## src/rtl/uart_tx_pkg.sv

```systemverilog
`default_nettype none
// ============================================================================
//  Module      : uart_tx_pkg
//  Description : Shared types and constants for the UART transmit controller.
//                Optional feature macro: UART_TX_PARITY_EN
//  Revision    : 1.0 - initial release
// ============================================================================
package uart_tx_pkg;

  typedef enum logic [2:0] {
    IDLE   = 3'd0,
    START  = 3'd1,
    DATA   = 3'd2,
    PARITY = 3'd3,
    STOP   = 3'd4
  } tx_state_t;

  localparam int   DATA_BITS  = 8;
  localparam logic LINE_IDLE  = 1'b1;
  localparam logic LINE_START = 1'b0;

endpackage
`default_nettype wire

```

## src/rtl/uart_tx_ctrl_timer.sv

```systemverilog
`default_nettype none
// ============================================================================
//  Module      : uart_bit_timer
//  Description : Loadable down-counter marking the end of each bit period.
//                bit_end is high while the count is zero; the count holds at
//                zero rather than underflowing.
//  Revision    : 1.0 - initial release
// ============================================================================
module uart_bit_timer
  import uart_tx_pkg::*;
#(
  parameter int CLKS_PER_BIT = 868
) (
  input  logic clk,
  input  logic reset,
  input  logic load,
  output logic bit_end
);

  localparam int            CW     = (CLKS_PER_BIT > 1) ? $clog2(CLKS_PER_BIT) : 1;
  localparam logic [CW-1:0] RELOAD = CW'(CLKS_PER_BIT - 1);

  logic [CW-1:0] count;

  // Reload on request, otherwise count down and park at zero.
  always_ff @(posedge clk) begin
    if (reset) begin
      count <= '0;
    end else if (load) begin
      count <= RELOAD;
    end else if (count != '0) begin
      count <= count - 1'b1;
    end
  end

  assign bit_end = (count == '0);

endmodule
`default_nettype wire

```

## src/rtl/uart_tx_ctrl.sv

```systemverilog
`default_nettype none
// ============================================================================
//  Module      : uart_tx_ctrl
//  Description : UART transmit frame sequencer: start bit, 8 data bits LSB
//                first, optional parity bit, 1 or 2 stop bits. Registered tx,
//                set/reset ready flag and a one-cycle done pulse.
//                Optional feature macro: UART_TX_PARITY_EN (adds parity bit)
//  Revision    : 1.0 - initial release
// ============================================================================
module uart_tx_ctrl
  import uart_tx_pkg::*;
#(
  parameter int CLKS_PER_BIT = 868,
  parameter int STOP_BITS    = 1,
  parameter int PARITY_ODD   = 0
) (
  input  logic       clk,
  input  logic       reset,
  input  logic       tx_start,
  input  logic [7:0] tx_data,
  output logic       tx,
  output logic       tx_ready,
  output logic       tx_done
);

  localparam logic [2:0] LAST_BIT  = 3'(DATA_BITS - 1);
  localparam logic       LAST_STOP = 1'(STOP_BITS - 1);

  tx_state_t  state, state_nxt;
  logic [7:0] shift_reg, shift_nxt;
  logic [2:0] bit_cnt, bit_cnt_nxt;
  logic       stop_cnt, stop_cnt_nxt;
  logic       tx_nxt, ready_nxt, done_nxt;
  logic       load;
  logic       bit_end;
  logic       accept;

  assign accept = (state == IDLE) && tx_start;

  uart_bit_timer #(
    .CLKS_PER_BIT (CLKS_PER_BIT)
  ) u_timer (
    .clk     (clk),
    .reset   (reset),
    .load    (load),
    .bit_end (bit_end)
  );

`ifdef UART_TX_PARITY_EN
  logic parity_bit;

  // Parity is taken from the byte as latched, since the shift register is
  // consumed while the data bits go out.
  always_ff @(posedge clk) begin
    if (reset) begin
      parity_bit <= 1'b0;
    end else if (accept) begin
      parity_bit <= (^tx_data) ^ 1'(PARITY_ODD);
    end
  end
`else
  logic unused_parity_odd;
  assign unused_parity_odd = 1'(PARITY_ODD);
`endif

  // State, datapath and registered outputs.
  always_ff @(posedge clk) begin
    if (reset) begin
      state     <= IDLE;
      shift_reg <= '0;
      bit_cnt   <= '0;
      stop_cnt  <= 1'b0;
      tx        <= LINE_IDLE;
      tx_ready  <= 1'b1;
      tx_done   <= 1'b0;
    end else begin
      state     <= state_nxt;
      shift_reg <= shift_nxt;
      bit_cnt   <= bit_cnt_nxt;
      stop_cnt  <= stop_cnt_nxt;
      tx        <= tx_nxt;
      tx_ready  <= ready_nxt;
      tx_done   <= done_nxt;
    end
  end

  // Next-state and next-output logic; the line value for each bit is set up
  // one edge early so tx comes straight from a flop.
  always_comb begin
    state_nxt    = state;
    shift_nxt    = shift_reg;
    bit_cnt_nxt  = bit_cnt;
    stop_cnt_nxt = stop_cnt;
    tx_nxt       = tx;
    ready_nxt    = tx_ready;
    done_nxt     = 1'b0;
    load         = 1'b0;

    case (state)
      IDLE: begin
        tx_nxt = LINE_IDLE;
        if (tx_start) begin
          shift_nxt = tx_data;
          ready_nxt = 1'b0;
          tx_nxt    = LINE_START;
          load      = 1'b1;
          state_nxt = START;
        end
      end

      START: begin
        if (bit_end) begin
          load        = 1'b1;
          bit_cnt_nxt = '0;
          tx_nxt      = shift_reg[0];
          state_nxt   = DATA;
        end
      end

      DATA: begin
        if (bit_end) begin
          load      = 1'b1;
          shift_nxt = shift_reg >> 1;
          if (bit_cnt == LAST_BIT) begin
`ifdef UART_TX_PARITY_EN
            tx_nxt    = parity_bit;
            state_nxt = PARITY;
`else
            tx_nxt       = LINE_IDLE;
            stop_cnt_nxt = 1'b0;
            state_nxt    = STOP;
`endif
          end else begin
            bit_cnt_nxt = bit_cnt + 3'd1;
            tx_nxt      = shift_reg[1];
          end
        end
      end

`ifdef UART_TX_PARITY_EN
      PARITY: begin
        if (bit_end) begin
          load         = 1'b1;
          tx_nxt       = LINE_IDLE;
          stop_cnt_nxt = 1'b0;
          state_nxt    = STOP;
        end
      end
`endif

      STOP: begin
        if (bit_end) begin
          if (stop_cnt == LAST_STOP) begin
            // Timer is left at zero; the next accept reloads it.
            tx_nxt    = LINE_IDLE;
            ready_nxt = 1'b1;
            done_nxt  = 1'b1;
            state_nxt = IDLE;
          end else begin
            load         = 1'b1;
            stop_cnt_nxt = 1'b1;
          end
        end
      end

      default: begin
        tx_nxt    = LINE_IDLE;
        ready_nxt = 1'b1;
        state_nxt = IDLE;
      end
    endcase
  end

endmodule
`default_nettype wire

```

## config.mk

```make
export PLATFORM = sky130hd
export DESIGN_NAME = uart_tx_ctrl
export DESIGN_NICKNAME = d
export VERILOG_FILES = /design/src/rtl/uart_tx_pkg.sv /design/src/rtl/uart_tx_ctrl_timer.sv /design/src/rtl/uart_tx_ctrl.sv
export SDC_FILE = /design/constraint.sdc
export NUM_CORES = 1
export LEC_CHECK = 0
export BUFFER_PORTS_ARGS = -buffer_cell sky130_fd_sc_hd__buf_2
export CORE_MARGIN = 2
export CORE_UTILIZATION = 30
export CTS_BUF_LIST = sky130_fd_sc_hd__clkbuf_16
export DETAILED_ROUTE_END_ITERATION = 10
export GPL_ROUTABILITY_DRIVEN = 0
export PLACE_DENSITY = 0.49
export RECOVER_POWER = 25
export SETUP_SLACK_MARGIN = 0.15
export SLEW_MARGIN = 20
export SYNTH_ARGS = -nofsm -noshare
export SYNTH_HDL_FRONTEND = slang
export SYNTH_SLANG_ARGS = --single-unit
```

## constraint.sdc

```tcl
create_clock -name clk -period 4.25 [get_ports clk]
set_input_delay 0.85 -clock clk [delete_from_list [all_inputs] [get_ports clk]]
set_output_delay 0.85 -clock clk [all_outputs]
set_load 0.02 [all_outputs]
```

==> summary.txt <==
Power
  • Power Total: 0.000802 W
  • Cell Pwr Density: 484 nW/um2
  • Peak supply drop: 0.000249 V
  • Pleak: 0.622 nW

Layout
  • Final nets: 194
  • Max reg flops: 10
  • Fraction of layout cells with a size suffix above 1: 12.4%
  • Register Area: 541 um2
  • Layout area overhead: 11.2%
  • Ant diodes: 0
  • Multi-input gate area: 848 um2
  • FILL cells: 517
  • Layout Cells excl Fill: 245

Critical path
  • CP Launch Type: flop
  • Worst path cell trace: inv_1 > ha_1 > nor3b_1 > and3_1 > a21oi_1 > nor3b_1
  • Largest stage delay, worst path: 0.56 ns
  • Worst Setup Path Type: reg2reg
  • Crit-path leading delay family: simple AND/OR/NAND/NOR gates
  • Buf/Inv on CP: 1
  • CP Capture Type: flop
  • Crit path required time: 4.38 ns
  • CP most frequent cell: nor3b_1
  • Worst-path maximum fanout: 9
  • Worst EP arrival: 2.46 ns
  • Slowest cell on the critical path: nor3b_1

Route
  • Via count: 1293
  • Via/cell ratio: 5.28
  • Antenna viol nets, final: 0
  • WL/cell: 13.2 um
  • First-pass DRT Iterations: 4
  • # DRC: 0
  • Drt initial violations: 95
  • Post-Route WL: 3240 um

CTS
  • Num CTS Buffers: 3
  • CTS root buf: clkbuf_16
  • Clk slew on worst S/H paths: 0.07 ns
  • Deepest clock path buffer count: 2
  • # H-tree levels: 1
  • CTS tree: built
  • Cts repair resizes: 0
  • Setup Buffers After CTS: 0
  • CTS sink cnt: 27
  • Clock Latency Late Sink: 0.26 ns
  • # hold bufs at CTS: 0

Yosys
  • Synth Warn #: 0
  • Synth top area share: 36.3%
  • Yosys cell types: 43
  • Mapped Cells: 171
  • Syn nets: 186
  • Synth Flop Type: dfxtp_1
  • Yosys reg bits: 27
  • Post-synth EDFFs: 0
  • Yosys top cell by area: dfxtp_1
  • Count leader, synth: dfxtp_1
  • Fraction of registers with async set/reset: 0%
  • Top cells by count, synth: dfxtp_1 (27), a21oi_1 (12), inv_1 (11)
  • Syn_area_per_cell: 8.71 um2
  • Mapped Area: 1490 um2
  • Register area share after synthesis: 36.3%
  • Top post-synthesis cells by area: dfxtp_1 (36%), a221oi_1 (4.7%), a311oi_1 (4.1%)

Floorplan
  • Die area: 5540 um2
  • Initial core utilization: 31.3%
  • Die height: 74.5 um
  • Die width: 74.5 um
  • Ports: 14
  • Core box area: 4750 um2
  • Core Rows: 25

GRT
  • Vias in the first global route: 1169
  • GRT overflow: 0
  • Initial antenna violation count: 0
  • Wire length of the first global-routing pass: 5590 um
  • Total GRT Usage: 12.8%
  • Largest net degree at the start of global routing: 29

Status
  • Outcome: finished clean

Timing
  • Final Worst Setup Slack: 1.92 ns
  • Max_slew headroom: 49.0%
  • Clock skew: 0.00173 ns
  • Setup TNS: 0 ns
  • Final hold vios: 0
  • Clock period minus worst slack: 2.33 ns
  • Max-slew violation count: 0
  • Least-Margin Pin Slew: 0.762 ns
  • Period utilization: 54.9%
  • Fmax: 429 MHz
  • Unrepaired setup endpoints after global routing: no
  • Final setup viols: 0

Hold path
  • Hold Path Class: reg2reg

Placement
  • Setup WS pre-CTS: 1.94 ns
  • Port Buffers: 13
  • DP Cell Count: 241
  • DPL Wire Length: 2290 um

Job
  • # Max-Cap Violations: 0
final cells by class:
type                            count  area share (%)
Timing Repair Buffer               13            3.70
Sequential cell                    27            32.7
Multi-Input combinational cell    123            51.2
Clock inverter                      1           0.302
Clock buffer                        3            4.54
Inverter                           11            2.49
Tap cell                           67            5.06
per-layer routing:
metal	track usage (%)	share of wire (%)	wire length [um]
met5	0	0	0
met4	1.19	0	0
met3	3.25	4.1	134
met2	20.6	48	1540
met1	17.9	48	1570
per-stage QoR:
stage / hold WS [ns] / area, um2 / util [%]
global placement: 0.465 / 1580 / 33.2
global route: 0.499 / 1660 / 34.8
floorplan: 0.447 / 1490 / -
CTS: 0.479 / 1660 / 34.9
detailed placement: 0.467 / 1580 / 33.2
finish: 0.476 / 1660 / 34.8
cell families (layout without fill, tap and decap cells):
| group | count (synthesis) | count (layout) | synth area share [%] |
|---|---|---|---|
| mux | 6 | 6 | 4.12 |
| compound gates | 51 | 51 | 24.6 |
| buf+inv | 21 | 28 | 6.72 |
| xor+xnor | 2 | 2 | 1.18 |
| simple gates | 60 | 60 | 23.7 |
| fa+ha+maj | 4 | 4 | 3.36 |
| flops | 27 | 27 | 36.3 |
worst register-to-register path, delay by kind of cell (launching register included):
family | cells | cell delay [ns]
compound gates | 1 | 0.27
fa+ha+maj | 1 | 0.24
buf+inv | 1 | 0.12
flops | 1 | 0.35
simple gates | 3 | 1.23
cell usage in the layout, fill, tap and decap left out, drive strengths merged, types with 2 or more instances in the layout:
cell type and count:
a311oi 7, clkbuf 6, a211o 2, a221oi 8, mux2i 5, nand2b 4
a211oi 2, or3 5, buf 10, inv 11, ha 4, a2111oi 2
nor3b 6, nand3 4, o21ai 6, and3 2, a31oi 4, nand4 2
nand2 10, and2 8, nor2 8, a21oi 12, nor3 7, a22o 2
a21o 2, dfxtp 27
report_power, final:
group	internal, W	total [W]	switching (W)	leakage [nW]
sequential	0.000290	0.000333	0.0000423	0.223
combinational	0.000109	0.000252	0.000143	0.359
clock	0.000127	0.000217	0.0000899	0.0409
total	0.000526	0.000802	0.000276	0.622
final timing paths:
kind                                  from                             to  slack (ns)  cells past startpoint
max          u_timer.count[0]$_SDFFE_PP0P_  u_timer.count[3]$_SDFFE_PP0P_        1.92                      6
min reg2reg      shift_reg[7]$_SDFFE_PP0P_      shift_reg[7]$_SDFFE_PP0P_        0.48                      2
min              shift_reg[7]$_SDFFE_PP0P_      shift_reg[7]$_SDFFE_PP0P_        0.48                      2
max reg2reg  u_timer.count[0]$_SDFFE_PP0P_  u_timer.count[3]$_SDFFE_PP0P_        1.92                      6
Note: power is estimated with default switching activity, not from simulation.
